`src/rtl/cook_sequencer.sv`:
```
// Microwave cooking controller: keypad time entry, BCD chain load/clear/enable,
// magnetron drive, pause/resume on door or stop, and the end-of-cook beeper.
module cook_sequencer #(
  parameter int unsigned BEEP_TICKS = 3
) (
  input  logic        clk,
  input  logic        clr,
  input  logic        tick_1hz,
  input  logic        key_valid,
  input  logic [3:0]  key_data,
  input  logic        start,
  input  logic        stop,
  input  logic        door_closed,
  input  logic        timer_zero,
  output logic [15:0] load_data,
  output logic        timer_loadn,
  output logic        timer_clrn,
  output logic        timer_en,
  output logic        magnetron_on,
  output logic        beep,
  output logic [2:0]  state
);

  localparam logic [2:0] StIdle  = 3'd0;
  localparam logic [2:0] StEntry = 3'd1;
  localparam logic [2:0] StLoad  = 3'd2;
  localparam logic [2:0] StCook  = 3'd3;
  localparam logic [2:0] StPause = 3'd4;
  localparam logic [2:0] StDone  = 3'd5;

  localparam int unsigned CntW = $clog2(BEEP_TICKS + 1);
  localparam logic [CntW-1:0] BeepLast = CntW'(BEEP_TICKS - 1);

  logic [2:0]      r_state;
  logic [15:0]     r_entry;
  logic [CntW-1:0] r_beep_cnt;
  logic            r_mag;
  logic            r_beep;
  logic            r_clrn;

  logic [2:0]      w_state_d;
  logic [15:0]     w_entry_d;
  logic [CntW-1:0] w_beep_cnt_d;
  logic            w_clr_pulse;
  logic            w_key_ok;

  assign w_key_ok = key_valid && (key_data <= 4'd9);

  always_comb begin
    w_state_d    = r_state;
    w_entry_d    = r_entry;
    w_beep_cnt_d = r_beep_cnt;
    w_clr_pulse  = 1'b0;
    case (r_state)
      StIdle: begin
        if (stop) begin
          w_entry_d = '0;
        end else if (w_key_ok) begin
          w_entry_d = {r_entry[11:0], key_data};
          w_state_d = StEntry;
        end
      end
      StEntry: begin
        if (stop) begin
          w_entry_d = '0;
          w_state_d = StIdle;
        end else if (start) begin
          // A start that cannot launch is consumed, so a same-cycle key is dropped.
          if (door_closed && (r_entry != 16'h0000)) begin
            w_state_d = StLoad;
          end
        end else if (w_key_ok) begin
          w_entry_d = {r_entry[11:0], key_data};
        end
      end
      StLoad: begin
        // The chain's zero flag is stale this cycle, so nothing else is sampled.
        w_state_d = StCook;
      end
      StCook: begin
        if (stop || !door_closed) begin
          w_state_d = StPause;
        end else if (timer_zero) begin
          w_state_d = StDone;
        end
      end
      StPause: begin
        if (stop) begin
          w_state_d   = StIdle;
          w_entry_d   = '0;
          w_clr_pulse = 1'b1;
        end else if (start && door_closed) begin
          w_state_d = StCook;
        end
      end
      StDone: begin
        if (stop || !door_closed || (tick_1hz && (r_beep_cnt == BeepLast))) begin
          w_state_d    = StIdle;
          w_entry_d    = '0;
          w_beep_cnt_d = '0;
          w_clr_pulse  = 1'b1;
        end else if (tick_1hz) begin
          w_beep_cnt_d = r_beep_cnt + CntW'(1);
        end
      end
      default: begin
        w_state_d    = StIdle;
        w_entry_d    = '0;
        w_beep_cnt_d = '0;
      end
    endcase
  end

  always_ff @(posedge clk) begin
    if (clr) begin
      r_state    <= StIdle;
      r_entry    <= '0;
      r_beep_cnt <= '0;
      r_mag      <= 1'b0;
      r_beep     <= 1'b0;
      r_clrn     <= 1'b0;
    end else begin
      r_state    <= w_state_d;
      r_entry    <= w_entry_d;
      r_beep_cnt <= w_beep_cnt_d;
      // Decoded from the current registered state, hence one cycle behind it.
      r_mag      <= (r_state == StCook);
      r_beep     <= (r_state == StDone);
      r_clrn     <= ~w_clr_pulse;
    end
  end

  // Gating stop and zero here keeps the chain from stepping past 00:00.
  assign timer_en     = (r_state == StCook) && tick_1hz && door_closed && !stop && !timer_zero;
  assign timer_loadn  = (r_state != StLoad);
  assign timer_clrn   = r_clrn;
  assign load_data    = r_entry;
  assign magnetron_on = r_mag;
  assign beep         = r_beep;
  assign state        = r_state;

endmodule

```
`config.mk`:
```
export PLATFORM = sky130hd
export DESIGN_NAME = cook_sequencer
export DESIGN_NICKNAME = d
export VERILOG_FILES = /design/src/rtl/cook_sequencer.sv
export SDC_FILE = /design/constraint.sdc
export NUM_CORES = 1
export LEC_CHECK = 0
export BUFFER_PORTS_ARGS = -buffer_cell sky130_fd_sc_hd__buf_4
export CAP_MARGIN = 20
export CORE_ASPECT_RATIO = 1.1
export CORE_MARGIN = 2
export CORE_UTILIZATION = 51
export CTS_CLUSTER_SIZE = 20
export DETAILED_ROUTE_END_ITERATION = 12
export PLACE_DENSITY = 0.74
export SYNTH_ARGS = -nofsm -noshare
export SYNTH_HDL_FRONTEND = slang
export SYNTH_SLANG_ARGS = --single-unit
```
`constraint.sdc`:
```
create_clock -name clk -period 1.9 [get_ports clk]
set_input_delay 0.095 -clock clk [delete_from_list [all_inputs] [get_ports clk]]
set_output_delay 0.095 -clock clk [all_outputs]
set_load 0.005 [all_outputs]
```
==> impl_metrics.json, run 1 <==
{
  "status": "finished clean",
  "multi_input_area_um2": 726,
  "ys_types": 40,
  "combPwrFrac": 0.468,
  "nets": 195,
  "slew_viol_final": 0,
  "regArea_um2": 480,
  "min_path_type": "input port to register",
  "gr-total-overflow": 0,
  "tightest_slew_ns": 0.514,
  "nFillCells": 213,
  "hold_violations": 0,
  "slowest_delay_ns": 0.55,
  "synthesis.area_mm2": 0.00129,
  "die_area_mm2": 0.00294,
  "root_buffer": "clkbuf_4",
  "vias_per_cell": 5.33,
  "synth_top_area_frac": 0.373,
  "synth_top_area_cell": "dfxtp_1",
  "clk_latency_ns": 0.30,
  "grt_max_degree": 23,
  "drt_iter0_drc": 22,
  "syn-instance-count": 142,
  "setup_tns_ns": 0,
  "die_w_um": 51.9,
  "synth-xor-area-share": 0,
  "antenna_found_initial": 0,
  "synth.area.top_cells": "dfxtp_1 37%, mux2i_1 12%, and2_1 7.8%",
  "final-setup-viol-count": 0,
  "tritoncts": "yes",
  "worstPathCellList": "or4_1 > nor3_2 > nand4_1 > nand3_2 > mux2_1",
  "yosys.area_share.adder": 0.00972,
  "period_needed_ns": 1.75,
  "dieHeight_um": 56.7,
  "fin_skew_ns": 0.00652,
  "synthMuxAreaShare": 0.133,
  "drive_above_1_share": 0.328,
  "required_ns": 2.10,
  "yosys.area_share.simple": 0.288,
  "report.power.total_mw": 1.51,
  "cap_viol_max_count": 0,
  "cp_slowest_cell": "or4_1",
  "wirelength_mm": 2.85,
  "grt_pass1_wl_mm": 4.80,
  "drc_errors": 0,
  "cts_sinks": 24,
  "n_antenna_cell": 0,
  "ios": 36,
  "start_util": 0.526,
  "ant_nets": 0,
  "routedWlPerCell_um": 13.5,
  "rsz0062_at_grt": "no",
  "seq_area_frac_synth": 0.373,
  "clkTransAtPathRegs_ns": 0.13,
  "setup.worst_path.class": "register to register",
  "p_sw_mw": 0.526,
  "start_kind": "register",
  "vias": 1124,
  "cts_max_level": 1,
  "synth_seq_cells": 24,
  "critPathMaxFanout": 4,
  "drt_first_pass_iters": 4,
  "ys_top_cells_by_count": "24 x dfxtp_1, 24 x nor2_1, 16 x and2_1, 16 x mux2i_1, 8 x a21oi_1",
  "cts_hold_buffers": 0,
  "clk_path_buf_depth": 2,
  "synth_edf_count": 0,
  "grt_pass1_vias": 1069,
  "p_clk_frac": 0.142,
  "avgSynthCellArea_um2": 9.07,
  "async_flop_share": 0,
  "crit_path_end_kind": "register",
  "fin_crit_sh": 0.920,
  "fp-row-count": 19,
  "coreArea_mm2": 0.00245,
  "numCtsBuffers": 3,
  "place_congestion": 0.860,
  "seqPwrFrac": 0.389,
  "synth_compound_area_frac": 0.115,
  "yosysWarnings": 0,
  "grt.total_usage": 0.209,
  "power.leakage_nw": 0.742,
  "area_growth_pct": 26.1,
  "ys.flop_type": "dfxtp_1",
  "arrival_ns": 1.95,
  "synth_top_family_by_area": "simple AND/OR/NAND/NOR gates",
  "relSlewSlack": 0.655,
  "switching_share": 0.349,
  "hpwl_mm": 2.17,
  "io_buffers": 35,
  "ir_worst_vdd_mv": 0.553,
  "p_per_area_mw_per_mm2": 928,
  "fin_hold_ws_ns": 0.118,
  "p_int_mw": 0.981,
  "synth_fp_nets": 155,
  "fmax_mhz": 572
}
## through the flow
| stage | instance area, µm² | std cells | worst slack, ns | utilization |
|---|---|---|---|---|
| finish | 1620 | 211 | 0.151 | 0.663 |
| floorplan | 1290 | 142 | 0.152 | - |
| detailed placement | 1560 | 206 | 0.0718 | 0.638 |
| CTS | 1590 | 209 | 0.0503 | 0.647 |
| global route | 1620 | 211 | 0.00524 | 0.663 |
| global placement | 1560 | 206 | 0.158 | 0.638 |
## sequential cells by signal, summed over array words and instances, names as in the netlist
| name | cells |
|---|---|
| beep | 1 |
| timer_clrn | 1 |
| state | 3 |
| load_data | 16 |
| r_beep_cnt | 2 |
| magnetron_on | 1 |
## logic make-up after synthesis
| logic type | after synthesis |
|---|---|
| compound gates | 18 |
| fa+ha+maj | 1 |
| buf+inv | 13 |
| flops | 24 |
| mux | 17 |
| simple gates | 69 |
## power groups by stage
stage          combinational, mW  sequential, mW  clock (mW)
2_1_floorplan              0.504           0.582           0
3_3_place_gp               0.652           0.597           0
4_1_cts                    0.666           0.587       0.222
6_report                   0.706           0.587       0.214
5_1_grt                    0.771           0.592       0.241
3_5_place_dp               0.663           0.598           0
## critical path: cells and delay by family, from the launching register on
family        cells  cell delay (ns)
flops             1             0.35
mux               1             0.33
simple gates      4             0.98
## what timing repair did
item,CTS,global route
setup buffers,0,2
endpoints found under the setup margin,0,2
resized for setup,0,4
hold endpoints to repair,0,0
## path summary, 6_finish.rpt
path | end | startpoint | slack (ns) | cells after the start
max | state[2]$_SDFFE_PP0P_ | load_data[5]$_SDFFE_PP0P_ | 0.15 | 5
min | load_data[12]$_SDFFE_PP0P_ | clr | 0.12 | 2
max reg2reg | state[2]$_SDFFE_PP0P_ | load_data[5]$_SDFFE_PP0P_ | 0.15 | 5
min reg2reg | r_beep_cnt[1]$_SDFFE_PP0P_ | r_beep_cnt[1]$_SDFFE_PP0P_ | 0.50 | 2
## cell usage in the layout (no fill, tap or decap), types with 2 or more instances in the layout
master / Yosys / routed
a21oi_1: 8 / 8
nor3_1: 5 / 4
dfxtp_1: 24 / 24
nor2_1: 24 / 24
nand2b_1: 2 / 2
clkbuf_4: 0 / 3
or4_1: 2 / 2
buf_4: 0 / 42
nand3b_1: 2 / 2
mux2i_1: 16 / 16
and2_1: 16 / 16
nor4_1: 3 / 3
nand2_1: 5 / 5
inv_1: 4 / 4
nand3_1: 3 / 2
## per-layer routing
metal	GRT usage	vias up	share of wire
li1	-	566	-
met1	0.254	520	0.44
met2	0.378	32	0.51
met3	0.0213	6	0.041
met4	0.0639	0	0.011
met5	0	-	0
## cell type report
cell class / count / share of cell area
Clock buffer: 3 / 0.0139
Inverter: 5 / 0.0131
Multi-Input combinational cell: 105 / 0.447
Sequential cell: 24 / 0.296
Tap cell: 31 / 0.0239
Timing Repair Buffer: 43 / 0.206
Note: power is estimated with default switching activity, not from simulation.
==> run 2: changes to the inputs <==
==> constraint.sdc (replaced) <==
create_clock -name clk -period 1.9 [get_ports clk]
set_input_delay 0.57 -clock clk [delete_from_list [all_inputs] [get_ports clk]]
set_output_delay 0.57 -clock clk [all_outputs]
set_load 0.005 [all_outputs]
==> run 2 against run 1 <==
Against the previous run: critical path depth decreased by 1; global-route usage is 1.1 points higher; clock-buffer cell count is the same; routed wire length up 5.5%; critical endpoint is now timer_loadn; core utilization is 1.9 points higher; highest routed layer unchanged; clock power grew 74%.
==> impl_metrics.json, run 2 (synthesis gave the netlist of run 1 again) <==
{
  "status": "finished clean",
  "drive_above_1_share": 0.352,
  "ant_nets": 0,
  "slew_viol_final": 0,
  "routedWlPerCell_um": 14.1,
  "ir_worst_vdd_mv": 0.613,
  "drt_iter0_drc": 34,
  "power.leakage_nw": 0.762,
  "hpwl_mm": 2.18,
  "wirelength_mm": 3.01,
  "gr-max-usage-layer": "met2",
  "cts_max_level": 1,
  "fin_crit_sh": 0.969,
  "final_cells": 213,
  "n_antenna_cell": 0,
  "gr-total-overflow": 0,
  "tightest_slew_ns": 0.458,
  "arrival_ns": 1.27,
  "relSlewSlack": 0.692,
  "nFillCells": 198,
  "start_kind": "register",
  "setup_tns_ns": 0,
  "cts_sinks": 24,
  "coreArea_mm2": 0.00245,
  "cap_viol_max_count": 0,
  "grt.total_usage": 0.221,
  "root_buffer": "clkbuf_4",
  "met1_usage": 0.260,
  "crit_path_frequent_cell": "buf_4",
  "largest_reg_flops": 16,
  "area_growth_pct": 29.7,
  "clk_path_buf_depth": 2,
  "required_ns": 1.33,
  "nets": 196,
  "dp_cells": 206,
  "min_path_type": "register to register",
  "dieHeight_um": 56.7,
  "final-setup-viol-count": 0,
  "ios": 36,
  "clk_latency_ns": 0.32,
  "die_area_mm2": 0.00294,
  "fmax_mhz": 543,
  "most-common-layout-cells": "43 x buf_4, 24 x nor2_1, 21 x dfxtp_1, 16 x and2_1, 16 x mux2i_1",
  "grt_use_met2": 0.380,
  "drt_first_pass_iters": 4,
  "setup.worst_path.class": "register to output pin",
  "fp-row-count": 19,
  "utilization": 0.682,
  "grt_pass1_wl_mm": 4.86,
  "hold_violations": 0,
  "io_buffers": 35,
  "numCtsBuffers": 3,
  "fin_skew_ns": 0.00691,
  "grt_max_degree": 23,
  "place_congestion": 0.814,
  "period_needed_ns": 1.84,
  "critPathMaxFanout": 8,
  "crit_path_end_kind": "output pin",
  "clkTransAtPathRegs_ns": 0.14,
  "slowest_delay_ns": 0.39,
  "grt_use_met3": 0.0239,
  "cp_slowest_cell": "dfxtp_4",
  "die_w_um": 51.9,
  "vias_per_cell": 5.56,
  "start_util": 0.526,
  "final_common_cell": "buf_4",
  "vias": 1184,
  "antenna_found_initial": 0,
  "tritoncts": "yes",
  "grt_pass1_vias": 1096,
  "drc_errors": 0,
  "p_per_area_mw_per_mm2": 1010,
  "worstPathCellList": "buf_4 > and2b_2 > nand2_1 > buf_4",
  "rsz0062_at_grt": "yes"
}
run 2: changes by cell type in the layout (fill, tap and decap cells not counted), sizes merged:
cell,before,now
buf,43,44
bufinv,0,1
run 2: per-layer routing:
metal  wire length (µm)  share of wire  up-vias
met5                  0              0        -
met4                 53          0.018        0
met3                118          0.039        4
met2               1580           0.53       38
met1               1260           0.42      576
li1                   -              -      566
run 2: cell type report:
cell class	count	area, µm²	share of cell area
inverters	5	21.3	0.0127
repair buffers	44	343	0.205
flip-flops and latches	24	489	0.293
clock inverters	1	30.0	0.0180
well taps	31	38.8	0.0232
multi-input cells	105	726	0.434
clock buffers	3	22.5	0.0135
run 2: worst paths after layout:
| path | from | endpoint | slack (ns) | depth (start not counted) |
|---|---|---|---|---|
| setup / recovery | state[1]$_SDFFE_PP0P_ | timer_loadn | 0.06 | 4 |
| hold / removal | r_beep_cnt[1]$_SDFFE_PP0P_ | r_beep_cnt[1]$_SDFFE_PP0P_ | 0.53 | 2 |
| setup reg to reg | r_beep_cnt[0]$_SDFFE_PP0P_ | state[1]$_SDFFE_PP0P_ | 0.10 | 7 |
| hold reg to reg | r_beep_cnt[1]$_SDFFE_PP0P_ | r_beep_cnt[1]$_SDFFE_PP0P_ | 0.53 | 2 |
run 2: metrics by stage:
| stage | hold WS (ns) | setup WS [ns] | power (mW) | cell area, µm² |
|---|---|---|---|---|
| finish | 0.526 | 0.0591 | 1.68 | 1670 |
| global route | 0.560 | -0.0326 | 1.78 | 1670 |
| CTS | 0.525 | 0.00292 | 1.65 | 1630 |
| detailed placement | 0.494 | -0.00222 | 1.26 | 1560 |
| global placement | 0.473 | 0.0388 | 1.25 | 1560 |
| floorplan | 0.459 | 0.0537 | 1.09 | 1290 |
run 2: critical path: cells and delay by family (launching register included):
kind          cells  cell delay [ns]
simple gates      2             0.30
flops             1             0.39
buf+inv           2             0.26
run 2: where the power goes:
group / switching, mW / internal (mW)
clock network: 0.160 / 0.213
registers: 0.0498 / 0.549
logic: 0.348 / 0.360
run 2: what timing repair did:
item / 4_1_cts / 5_1_grt
pin swaps: 0 / 1
gates cloned: 0 / 0
hold endpoints to repair: 0 / 0
resized for setup: 5 / 4
setup endpoints to repair: 2 / 3
setup buffers: 0 / 3
hold buffers: 0 / 0
==> run 3: changes to the inputs <==
--- a/config.mk
+++ b/config.mk
@@ -9,10 +9,11 @@
 export CAP_MARGIN = 20
 export CORE_ASPECT_RATIO = 1.1
 export CORE_MARGIN = 2
-export CORE_UTILIZATION = 51
+export CORE_UTILIZATION = 55
 export CTS_CLUSTER_SIZE = 20
 export DETAILED_ROUTE_END_ITERATION = 12
-export PLACE_DENSITY = 0.74
+export PLACE_DENSITY = 0.8
 export SYNTH_ARGS = -nofsm -noshare
 export SYNTH_HDL_FRONTEND = slang
 export SYNTH_SLANG_ARGS = --single-unit
+export TNS_END_PERCENT = 20
==> constraint.sdc (replaced) <==
create_clock -name clk -period 2.2 [get_ports clk]
set_input_delay 0.66 -clock clk [delete_from_list [all_inputs] [get_ports clk]]
set_output_delay 0.66 -clock clk [all_outputs]
set_load 0.005 [all_outputs]
==> run 3 against run 2 <==
Against the previous run: non-clock buffer count fell by 7; critical path depth fell by 1; first-iteration DRC count fell by 38%; via count fell by 6.7%; worst setup slack improved by 0.021 ns; sequential share of layout area rose by 1.7 points.
==> impl_metrics.json, run 3 (synthesis gave the netlist of run 1 again) <==
{
  "cap_viol_max_count": 0,
  "largest_reg_flops": 16,
  "grt_pass1_wl_mm": 4.60,
  "clk_path_buf_depth": 2,
  "power.leakage_nw": 0.705,
  "place_congestion": 0.833,
  "setup.worst_path.class": "register to output pin",
  "dp_cells": 201,
  "critPathMaxFanout": 11,
  "required_ns": 1.54,
  "vias": 1105,
  "pre_cts_ws_ns": 0.159,
  "relSlewSlack": 0.695,
  "setup_tns_ns": 0,
  "r2r_start": "load_data[6]$_SDFFE_PP0P_",
  "min_path_type": "register to register",
  "gr-total-overflow": 0,
  "r2r_cells": 5,
  "p_per_area_mw_per_mm2": 794,
  "multi_input_area_um2": 702,
  "grt_pass1_vias": 1028,
  "final_common_cell": "buf_4",
  "fin_ws_ns": 0.0803,
  "grt_max_degree": 23,
  "arrival_ns": 1.46,
  "final-setup-viol-count": 0,
  "most-common-layout-cells": "36 x buf_4, 24 x nor2_1, 23 x dfxtp_1, 16 x and2_1, 16 x mux2i_1",
  "start_kind": "register",
  "drt_iter0_drc": 21,
  "cts_max_level": 1,
  "root_buffer": "clkbuf_4",
  "die_area_mm2": 0.00274,
  "vias_per_cell": 5.42,
  "nets": 189,
  "drt_first_pass_iters": 4,
  "tightest_slew_ns": 0.454,
  "worstHoldEndpoint": "r_beep_cnt[1]$_SDFFE_PP0P_",
  "min-delay-start": "r_beep_cnt[1]$_SDFFE_PP0P_",
  "regArea_um2": 482,
  "hpwl_mm": 2.07,
  "fin_skew_ns": 0.00923,
  "ir_worst_vdd_mv": 0.526,
  "dieHeight_um": 54.7,
  "area_growth_pct": 20.8,
  "cts_sinks": 24,
  "wirelength_mm": 2.76,
  "ios": 36,
  "slew_viol_final": 0,
  "antenna_found_initial": 0,
  "clk_latency_ns": 0.30,
  "io_buffers": 35,
  "routedWlPerCell_um": 13.5,
  "status": "finished clean",
  "grt.total_usage": 0.222,
  "n_antenna_cell": 0,
  "crit_path_end_kind": "output pin",
  "ant_nets": 0,
  "numCtsBuffers": 3,
  "start_util": 0.577,
  "r2r-end": "state[2]$_SDFFE_PP0P_",
  "fp-row-count": 18,
  "final_cells": 204,
  "tritoncts": "yes",
  "clkTransAtPathRegs_ns": 0.12,
  "hold_violations": 0,
  "hold_depth": 2,
  "nFillCells": 185,
  "fin_crit_sh": 0.964,
  "drive_above_1_share": 0.287,
  "r2r_slack_ns": 0.25,
  "coreArea_mm2": 0.00223,
  "rsz0062_at_grt": "no",
  "die_w_um": 50.1,
  "drc_errors": 0,
  "period_needed_ns": 2.12,
  "fmax_mhz": 472,
  "cts_hold_buffers": 0
}
[run 3: per-layer routing]
| metal | up-vias | wire length (µm) | global-route usage |
|---|---|---|---|
| met4 | 0 | 20 | 0.0833 |
| met3 | 2 | 120 | 0.0328 |
| met2 | 28 | 1440 | 0.410 |
| met1 | 512 | 1180 | 0.264 |
| met5 | - | 0 | 0 |
| li1 | 563 | - | - |
[run 3: layout make-up]
class                   instances  share of cell area
inverters                       5              0.0137
multi-input cells             105               0.451
flip-flops and latches         24               0.310
well taps                      30              0.0241
repair buffers                 37               0.187
clock buffers                   3              0.0145
[run 3: where the power goes]
part	switching (mW)	internal [mW]
Sequential	0.0670	0.469
Clock	0.116	0.0638
Combinational	0.252	0.266
[run 3: how the worst max path moves through the flow]
stage,slack (ns),end,from,depth (start not counted)
global route,0.01,timer_en,state[2]$_SDFFE_PP0P_,3
detailed placement,0.16,timer_en,stop,4
global placement,0.22,timer_en,stop,4
finish,0.08,timer_en,state[2]$_SDFFE_PP0P_,3
floorplan,0.26,state[2]$_SDFFE_PP0P_,stop,6
CTS,0.1,timer_en,state[2]$_SDFFE_PP0P_,3
[run 3: critical path: stages (launching register included)]
cell	delay (ns)
dfxtp_1	0.45
nand2b_1	0.25
nor4_1	0.29
buf_4	0.17
[run 3: through the flow]
step	area (µm²)	utilization	hold slack (ns)	total power [mW]
2_1_floorplan	1290	-	0.459	0.937
3_3_place_gp	1530	0.687	0.471	1.05
3_5_place_dp	1530	0.687	0.482	1.06
4_1_cts	1560	0.698	0.510	1.24
5_1_grt	1560	0.698	0.567	1.32
6_report	1560	0.698	0.501	1.23
[run 3: repair_timing]
item | CTS | global route
endpoints found under the hold margin | 0 | 0
setup buffers | 0 | 0
setup endpoints to repair | 1 | 0
gates resized for setup | 1 | 0
